==> src/rtl/csd_convert_seq.sv <==
// Sequential binary-to-canonical-signed-digit (non-adjacent form) converter.
// Produces one CSD digit per clock and stops early once the residue reaches zero.
module csd_convert_seq #(
  parameter  int WIDTH = 8,
  localparam int CW    = $clog2(WIDTH + 2)
) (
  input  logic             clk,
  input  logic             reset,
  input  logic             start,
  input  logic             signed_mode,
  input  logic [WIDTH-1:0] din,
  output logic             busy,
  output logic             done,
  output logic [WIDTH:0]   pos,
  output logic [WIDTH:0]   neg,
  output logic [CW-1:0]    nz_cnt,
  output logic             sign
);

  typedef enum logic [1:0] {IDLE, STEP, DONE} state_t;

  localparam logic [WIDTH:0] ONE_V = {{WIDTH{1'b0}}, 1'b1};

  state_t          state, state_nx;
  logic [WIDTH:0]  v;
  logic [CW-1:0]   idx;
  logic [WIDTH:0]  v_upd;
  logic [WIDTH:0]  bit_m;
  logic            plus_d, minus_d, wr_p, wr_n;
  logic            v_zero, idx_end;

  // Magnitude of the operand; the most negative value maps to 2^(WIDTH-1),
  // which still fits because the result carries one extra bit.
  function automatic logic [WIDTH:0] mag_f(input logic [WIDTH-1:0] d, input logic s);
    logic [WIDTH-1:0] n;
    n = (~d) + WIDTH'(1);
    return (s && d[WIDTH-1]) ? {1'b0, n} : {1'b0, d};
  endfunction

  assign v_zero  = (v == '0);
  assign idx_end = (idx == CW'(WIDTH + 1));

  always_ff @(posedge clk) begin
    if (reset) state <= IDLE;
    else       state <= state_nx;
  end

  always_comb begin
    state_nx = state;
    busy     = 1'b1;
    done     = 1'b0;
    case (state)
      IDLE: begin
        busy = 1'b0;
        if (start) state_nx = STEP;
      end
      STEP: if (v_zero || idx_end) state_nx = DONE;
      DONE: begin
        done     = 1'b1;
        state_nx = IDLE;
      end
      default: state_nx = IDLE;
    endcase
  end

  // Digit selection: odd residues take the digit that leaves a multiple of 4,
  // which is what guarantees no two adjacent nonzero digits.
  always_comb begin
    v_upd   = v;
    plus_d  = 1'b0;
    minus_d = 1'b0;
    case (v[1:0])
      2'b01: begin
        plus_d = 1'b1;
        v_upd  = v - ONE_V;
      end
      2'b11: begin
        minus_d = 1'b1;
        v_upd   = v + ONE_V;
      end
      default: ;
    endcase
    wr_p  = sign ? minus_d : plus_d;
    wr_n  = sign ? plus_d : minus_d;
    bit_m = ONE_V << idx;
  end

  always_ff @(posedge clk) begin
    if (reset) begin
      v      <= '0;
      idx    <= '0;
      pos    <= '0;
      neg    <= '0;
      nz_cnt <= '0;
      sign   <= 1'b0;
    end else begin
      case (state)
        IDLE: if (start) begin
          v      <= mag_f(din, signed_mode);
          sign   <= signed_mode & din[WIDTH-1];
          idx    <= '0;
          pos    <= '0;
          neg    <= '0;
          nz_cnt <= '0;
        end
        STEP: if (!v_zero && !idx_end) begin
          v   <= v_upd >> 1;
          idx <= idx + CW'(1);
          if (wr_p) pos <= pos | bit_m;
          if (wr_n) neg <= neg | bit_m;
          if (plus_d || minus_d) nz_cnt <= nz_cnt + CW'(1);
        end
        default: ;
      endcase
    end
  end

endmodule
==> config.mk <==
export PLATFORM = sky130hd
export DESIGN_NAME = csd_convert_seq
export DESIGN_NICKNAME = d
export VERILOG_FILES = /design/src/rtl/csd_convert_seq.sv
export SDC_FILE = /design/constraint.sdc
export NUM_CORES = 1
export LEC_CHECK = 0
export ABC_AREA = 1
export BUFFER_PORTS_ARGS = -buffer_cell sky130_fd_sc_hd__clkbuf_2
export CORE_AREA = 2 2 100 102
export DETAILED_ROUTE_END_ITERATION = 12
export DIE_AREA = 0 0 102 104
export PLACE_DENSITY = 0.52
export SYNTH_ARGS = -nofsm -noshare
export SYNTH_HDL_FRONTEND = slang
export SYNTH_SLANG_ARGS = --single-unit
==> constraint.sdc <==
create_clock -name clk -period 2.3 [get_ports clk]
set_input_delay 0.69 -clock clk [delete_from_list [all_inputs] [get_ports clk]]
set_output_delay 0.69 -clock clk [all_outputs]
set_load 0.02 [all_outputs]
Word-level counts from Yosys, hierarchy flattened

Cells that the tools add are included.

RAM bits: 0
Memories kept: 0
Bits in latches: 0
Word-level logic and storage cells: 70
Output and inout port bits: 25
ROM bits: 0
Register bits: 38

Shifts and indexed selects: 1
Magnitude comparators: 0
Reductions and logical operators: 15
Bitwise logic cells: 4
Add/sub/neg operators: 5
Div/mod/pow operators: 0
Multiplexer cells: 27
Eq/ne operators: 11
Multiply operators: 0

Operators with widths:

| kind                                             | number |
|---|---|
| case mux 9 bit (2 select lines)                  | 4 |
| 2-to-1 mux 9 bit                                 | 7 |
| bitwise OR 9 bit                                 | 2 |
| 2-to-1 mux 4 bit                                 | 4 |
| case mux 4 bit (2 select lines)                  | 2 |
| inequality test 2 bit, second input constant     | 6 |
| AND reduction 4 bit                              | 3 |
| adder 9 x 1 -> 9 bit, second input constant      | 1 |
| logical NOT 9 bit                                | 1 |
| << shifter 1 x 4 -> 9 bit, first input constant  | 1 |
| subtractor 9 x 1 -> 9 bit, second input constant | 1 |
| adder 4 x 1 -> 4 bit, second input constant      | 2 |
| adder 8 x 1 -> 8 bit, second input constant      | 1 |
| 2-to-1 mux 8 bit                                 | 1 |
| NOT 8 bit                                        | 1 |
| 2-to-1 mux 1 bit                                 | 6 |
| == test 2 x 1 -> 1 bit, second input constant    | 2 |
| == test 2 bit, second input constant             | 2 |
| == test 4 bit, second input constant             | 1 |
| 2-to-1 mux 2 bit                                 | 2 |
| case mux 2 bit (2 select lines)                  | 1 |
| AND reduction 2 bit                              | 2 |
| AND reduction 3 bit                              | 1 |
| logical AND 1 bit                                | 2 |
| other kinds (5)                                  | 7 |

Longest topological paths before layout

Gate-level depths: netlist (run 1).

Depth in word-level cells: 6
Gate-level depth with buffers: 13
Mapped depth without buffers: 12

Worst setup path after synthesis (run 1)

OpenSTA, ideal clock, no wires.

Kind: reg2reg
Start: reg v[0]
End: reg v[6]
Data required time: 2.188 ns
Library setup time: 0.112 ns
Data arrival time: 1.578 ns
Cell stages (with the launch flop): 11
Path slack: 0.610 ns
Buffers on the path: 1
Cells stage by stage: dfxtp_1 > buf_6 > nand2_1 > ha_1 > a21oi_1 > a21boi_0 > nand2_1 > nand2_1 > nand3_1 > nand2_1 > nand2_1

Cells in the longest elaborated chain, start to end: 5

Ends and longest elaborated chain:

| what                                                                         | line | RTL |
|---|---|---|
| start: declaration                                                           | 25   | `logic [WIDTH:0] v;` |
| start signal: assignment                                                     | 99   | `v <= mag_f(din, signed_mode);` |
| start signal: assignment                                                     | 107  | `v <= v_upd >> 1;` |
| parallel branches: the longest is 5 deep, another holds adder 9 x 1 -> 9 bit | --   |  |

Parallel ways; which one is timed is not known. The select of a mux whose other input is x is not followed.
A chain may end at the register's enable or synchronous reset.

Worst setup path in the final report (run 1)

Start: reg v[1]
End: reg v[3]

Same word-level chain as after synthesis.

==> results of run 1 <==
tightest hold or removal path: cells and delay by family, from the launching register on:
family | cells | cell delay [ns]
buffers and inverters | 1 | 0.04
AO/OA/AOI/OAI | 1 | 0.05
flip-flops | 1 | 0.31
cell families (layout without fill, tap and decap cells):
logic type                 count (synthesis)  in the layout  share of synthesized area (%)
buffers and inverters                     67            107                           12.0
DFF                                       37             37                           31.7
AOI/OAI and AO/OA                         52             52                           12.3
xor gates and xnor gates                   4              4                           1.50
and+or+nand+nor                          177            177                           33.9
adders and majority gates                 16             16                           8.57
routing by layer:
metal | global-route usage, % | vias up | part of all wire [%]
li1 | - | 1211 | -
met1 | 13.8 | 993 | 46
met2 | 20.4 | 27 | 49
met3 | 2.08 | 7 | 2.8
met4 | 3.43 | 0 | 1.6
met5 | 0 | - | 0
stage by stage:
step	instances	util, %	worst slack, ns	area, µm²	hold slack [ns]
after floorplan	353	-	0.610	2330	0.485
after global placement	518	27.8	0.434	2650	0.439
after detailed placement	518	27.8	0.403	2650	0.439
after CTS	526	29.0	0.392	2770	0.451
after global routing	526	29.0	0.182	2770	0.470
final	526	29.0	0.367	2770	0.448
where the power goes:
group	internal (W)	total [W]	switching, W
combinational	0.000205	0.000630	0.000424
sequential	0.000681	0.000724	0.0000432
clock	0.000325	0.000579	0.000254
total	0.00121	0.00193	0.000721
state kept, by name, indices dropped and copies added, names as in the netlist:
name,cells
v,8
state,2
neg,9
sign,1
nz_cnt,4
idx,4
pos,9
cells in the final DEF, fill, tap and decap left out, types with 3 or more instances in the layout:
master	netlist	layout
a21oi_1	31	31
buf_4	0	3
clkbuf_2	0	36
clkbuf_8	0	5
dfxtp_1	37	37
ha_1	16	16
inv_1	53	53
inv_2	6	6
nand2_1	75	75
nand2_2	4	4
nand3_1	48	48
nor2_1	33	33
nor3_1	7	7
o21ai_0	11	11
o21ai_1	4	4
worst min path at each step:
stage                     startpoint  endpoint  slack [ns]
after global placement        neg[5]    neg[5]        0.44
after CTS                     pos[6]    pos[6]        0.45
after global routing          pos[6]    pos[6]        0.47
after floorplan               idx[0]    idx[0]        0.48
final                         neg[5]    neg[5]        0.45
after detailed placement      pos[6]    pos[6]        0.44
layout make-up:
| type | instances | area, µm² | share of cell area, % |
|---|---|---|---|
| clock buffer | 5 | 68.8 | 2.49 |
| timing repair buffer | 39 | 203 | 7.32 |
| multi-input combinational | 249 | 1320 | 47.5 |
| clock inverter | 3 | 46.3 | 1.67 |
| sequential | 37 | 741 | 26.8 |
| tap | 133 | 166 | 6.01 |
| inverter | 60 | 228 | 8.23 |
==> results.toml, run 1 <==
[synthesis]
syn_inst = 353
synth_cell_types = 32
synthTopCellsByCount = "75 x nand2_1, 53 x inv_1, 48 x nand3_1, 37 x dfxtp_1, 33 x nor2_1"
ys_top_cells_by_area = "dfxtp_1 32%, nand2_1 12%, nand3_1 10%, ha_1 8.6%, inv_1 8.5%"
ys_seq_elements = 37
yosysMostFrequentCell = "nand2_1"
yosysSeqAreaShare_pct = 31.7
ys.flop_type = "dfxtp_1"
yosysWarnings = 0
netlist.area_leader.share_pct = 31.7
synth_nets = 381
avgSynthCellArea_um2 = 6.61
synth-edff-count = 0
yosys.area.top_type = "dfxtp_1"
netlist_area_um2 = 2330
ys_async_sr_fraction_pct = 0

[place]
portBuffers = 36
gp_congestion = 0.863
dp_hpwl_um = 4540

[clocking]
hold_buffers = 0
cts_sinks = 37
cts_resized = 0
clk-insertion-delay-late_ns = 0.29
path_clk_slew_ns = 0.08
cts_max_path_buffers = 2
tritoncts = "yes"
h-tree-depth = 2
cts_buffers = 5
postCtsSetupRepairBufs = 0
cts-root-buf = "clkbuf_8"

[worst_setup_path]
r2r_slack_ns = 0.37
reg2reg_from = "v[1]"
crit_required_ns = 2.49
timing.rr.end = "v[3]"
cp_top_family = "simple AND/OR/NAND/NOR gates"
crit_cells = 11
cp_num_buf_inv = 1
slowest_stage = "ha_1"
critPathCaptureType = "flop"
crit_fanout = 11
cp_data_arrival_time_ns = 2.13
path_class = "flop to flop"
cpMostUsedCell = "nand2_1"
max_stage_delay_ns = 0.45
crit_chain = "nand2_1 -> ha_1 -> nand2_1 -> inv_1 -> nand2_1 -> nand2_1 -> nand2_1 -> nand3_1 -> nand2_1 -> nor2_1 -> nor2_1"
critPathLaunch = "v[1]"
crit_end = "v[3]"
reg2reg_depth = 11
startpoint_type = "flop"

[detailed_routing]
vias_per_cell = 4.25
routedWlPerCell_um = 11.1
drt_iter0_markers = 127
wl_um = 5860
ant_nets = 0
vias = 2238
drc = 0
drt_pre_antenna_iters = 4

[sta]
max_clock_freq_mhz = 517
min_period_ns = 1.93
tns_ns = 0
fin_crit_sh_pct = 84.1
hold_viol = 0
relSlewSlack_pct = 68.9
grt_setup_unrepaired = "no"
setup_violations = 0
finalMaxSlewViolations = 0
tightestPinTransition_ns = 0.465
fin_skew_ns = 0.00622

[global_route]
grt_pass1_wl_um = 9900
grt_max_degree = 28
antenna_found_initial = 0
grt_pass1_vias = 2061
grt_use_total_pct = 11.5
grt_overflow = 0

[floorplanning]
die_area_um2 = 10600
die_y_um = 104
start_util_pct = 24.4
io-pin-count = 37
die_w_um = 102
core_um2 = 9550
rows = 36

[finish]
final_nets = 420
n_antenna_cell = 0
drive_gt1_share_pct = 16.8
syn2layout_area_growth_pct = 18.5
nFillCells = 1059

[power]
p_leak_nw = 1.27
vdd_drop_max_mv = 0.204
p_per_area_nw_per_um2 = 698
power_w = 0.00193

[worst_hold_path]
hold_depth = 2
min_path_type = "flop to flop"

[run]
maxCapViolCount = 0

[run_status]
status = "finished clean"
Note: power is estimated with default switching activity, not from simulation.
==> inputs of run 2 (changes only) <==
--- a/config.mk
+++ b/config.mk
@@ -10,7 +10,7 @@
 export CORE_AREA = 2 2 100 102
 export DETAILED_ROUTE_END_ITERATION = 12
 export DIE_AREA = 0 0 102 104
-export PLACE_DENSITY = 0.52
+export PLACE_DENSITY = 0.53
 export SYNTH_ARGS = -nofsm -noshare
 export SYNTH_HDL_FRONTEND = slang
 export SYNTH_SLANG_ARGS = --single-unit
==> constraint.sdc (replaced) <==
create_clock -name clk -period 1.7 [get_ports clk]
set_input_delay 0.51 -clock clk [delete_from_list [all_inputs] [get_ports clk]]
set_output_delay 0.51 -clock clk [all_outputs]
set_load 0.02 [all_outputs]
==> results.toml, run 2 (same netlist as run 1, synthesis figures left out) <==
[worst_setup_path]
max_stage_delay_ns = 0.34
path_class = "flop to flop"
slowest_stage = "dfxtp_2"
cp_data_arrival_time_ns = 1.75
cpMostUsedCell = "buf_4"
crit_required_ns = 1.88
critPathCaptureType = "flop"
crit_chain = "buf_4 -> inv_2 -> nand2_1 -> nor2_2 -> nand2_2 -> nand3_4 -> nand2_8 -> buf_4 -> nand3_1 -> a21oi_1"
startpoint_type = "flop"
crit_fanout = 18

[power]
p_leak_nw = 1.36
pwr-share-clk_pct = 25.8
power_w = 0.00263
swShare_pct = 38.8
vdd_drop_max_mv = 0.296
p_comb_share_pct = 36.7
p_per_area_nw_per_um2 = 902
switchingPower_w = 0.00102
intPower_w = 0.00161
seqPwrFrac_pct = 37.5

[clocking]
h-tree-depth = 2
cts_sinks = 37
cts_buffers = 5
postCtsSetupRepairBufs = 0
cts-root-buf = "clkbuf_8"
tritoncts = "yes"
cts_max_path_buffers = 2
hold_buffers = 0
clk-insertion-delay-late_ns = 0.30
path_clk_slew_ns = 0.08

[sta]
fin_crit_sh_pct = 92.1
tightestPinTransition_ns = 0.458
setup_violations = 0
relSlewSlack_pct = 69.4
hold_viol = 0
max_clock_freq_mhz = 639
fin_skew_ns = 0.00739
worst_slack_ns = 0.135
finalMaxSlewViolations = 0
tns_ns = 0
min_period_ns = 1.57

[floorplanning]
core_um2 = 9550
start_util_pct = 24.4
die_y_um = 104
io-pin-count = 37
die_w_um = 102
die_area_um2 = 10600
rows = 36

[worst_hold_path]
min_path_type = "flop to flop"

[run]
maxCapViolCount = 0

[detailed_routing]
drt_pre_antenna_iters = 4
ant_nets = 0
drt_iter0_markers = 84
drc = 0
routedWlPerCell_um = 11.3
vias_per_cell = 4.36
vias = 2357
wl_um = 6130

[finish]
multi_input_area_um2 = 1360
layout_common_cells = "74 x nand2_1, 53 x inv_1, 48 x nand3_1"
final_common_cell = "nand2_1"
n_antenna_cell = 0
nFillCells = 1073
reg.largest.list = "neg (9), pos (9), v (8)"
syn2layout_area_growth_pct = 24.8
fin_area_um2 = 2910
final_nets = 435
drive_gt1_share_pct = 21.6
regArea_um2 = 743
final_cells = 541

[global_route]
grt_pass1_wl_um = 10300
grt_max_degree = 20
grt_overflow = 0
grt_pass1_vias = 2155
antenna_found_initial = 0
grt_use_total_pct = 12.1

[place]
dpl.cell_count = 533
place_ws_ns = -0.0519
portBuffers = 36
dp_hpwl_um = 4750
gp_congestion = 0.845
placed_area_um2 = 2770

[run_status]
status = "finished clean"
run 2: cell types whose count changed in the layout (fill, tap and decap cells not counted), moves of 2 or more:
cell	previous run	this run
dfxtp_2	0	2
dfxtp_1	37	35
ha_4	0	2
buf_4	3	18
ha_1	16	14
run 2: timing repair:
item,CTS,global route
pin swaps,0,0
gates resized for setup,1,9
endpoints found under the setup margin,4,14
run 2: path summary, 6_finish.rpt:
path / start / to / slack (ns) / cells past startpoint
max: v[1] / pos[2] / 0.13 / 10
min: pos[5] / pos[5] / 0.45 / 2
max reg2reg: v[1] / pos[2] / 0.13 / 10
min reg2reg: pos[5] / pos[5] / 0.45 / 2
run 2: through the flow:
stage                     util, %  hold WS (ns)
after floorplan                 -         0.485
after global placement       29.0         0.438
after detailed placement     29.0         0.440
after CTS                    30.0         0.452
after global routing         30.5         0.471
final                        30.5         0.448
run 2: routing by layer:
metal | routed length, µm | track usage, % | up-vias
met2 | 2950 | 20.3 | 53
met4 | 131 | 4.19 | 0
li1 | - | - | 1242
met5 | 0 | 0 | -
met3 | 206 | 2.35 | 13
met1 | 2850 | 15.4 | 1049
run 2: final cells by class:
| class | count | area share [%] |
|---|---|---|
| Timing Repair Buffer | 54 | 10.8 |
| Clock inverter | 2 | 0.473 |
| Multi-Input combinational cell | 249 | 46.8 |
| Sequential cell | 37 | 25.5 |
| Tap cell | 133 | 5.71 |
| Inverter | 60 | 7.82 |
| Clock buffer | 6 | 2.84 |
run 2: critical path, delay by kind of cell (launching register included):
kind | cells | cell delay [ns]
compound gates | 1 | 0.07
buf+inv | 3 | 0.41
flops | 1 | 0.34
simple gates | 6 | 0.63
run 2: power by group through the flow:
stage	clock network (W)	logic [W]	registers (W)
2_1_floorplan	0	0.000651	0.00100
4_1_cts	0.000693	0.000924	0.000975
6_report	0.000676	0.000964	0.000986
3_3_place_gp	0	0.000918	0.000993
5_1_grt	0.000734	0.00111	0.000992
3_5_place_dp	0	0.000918	0.000995
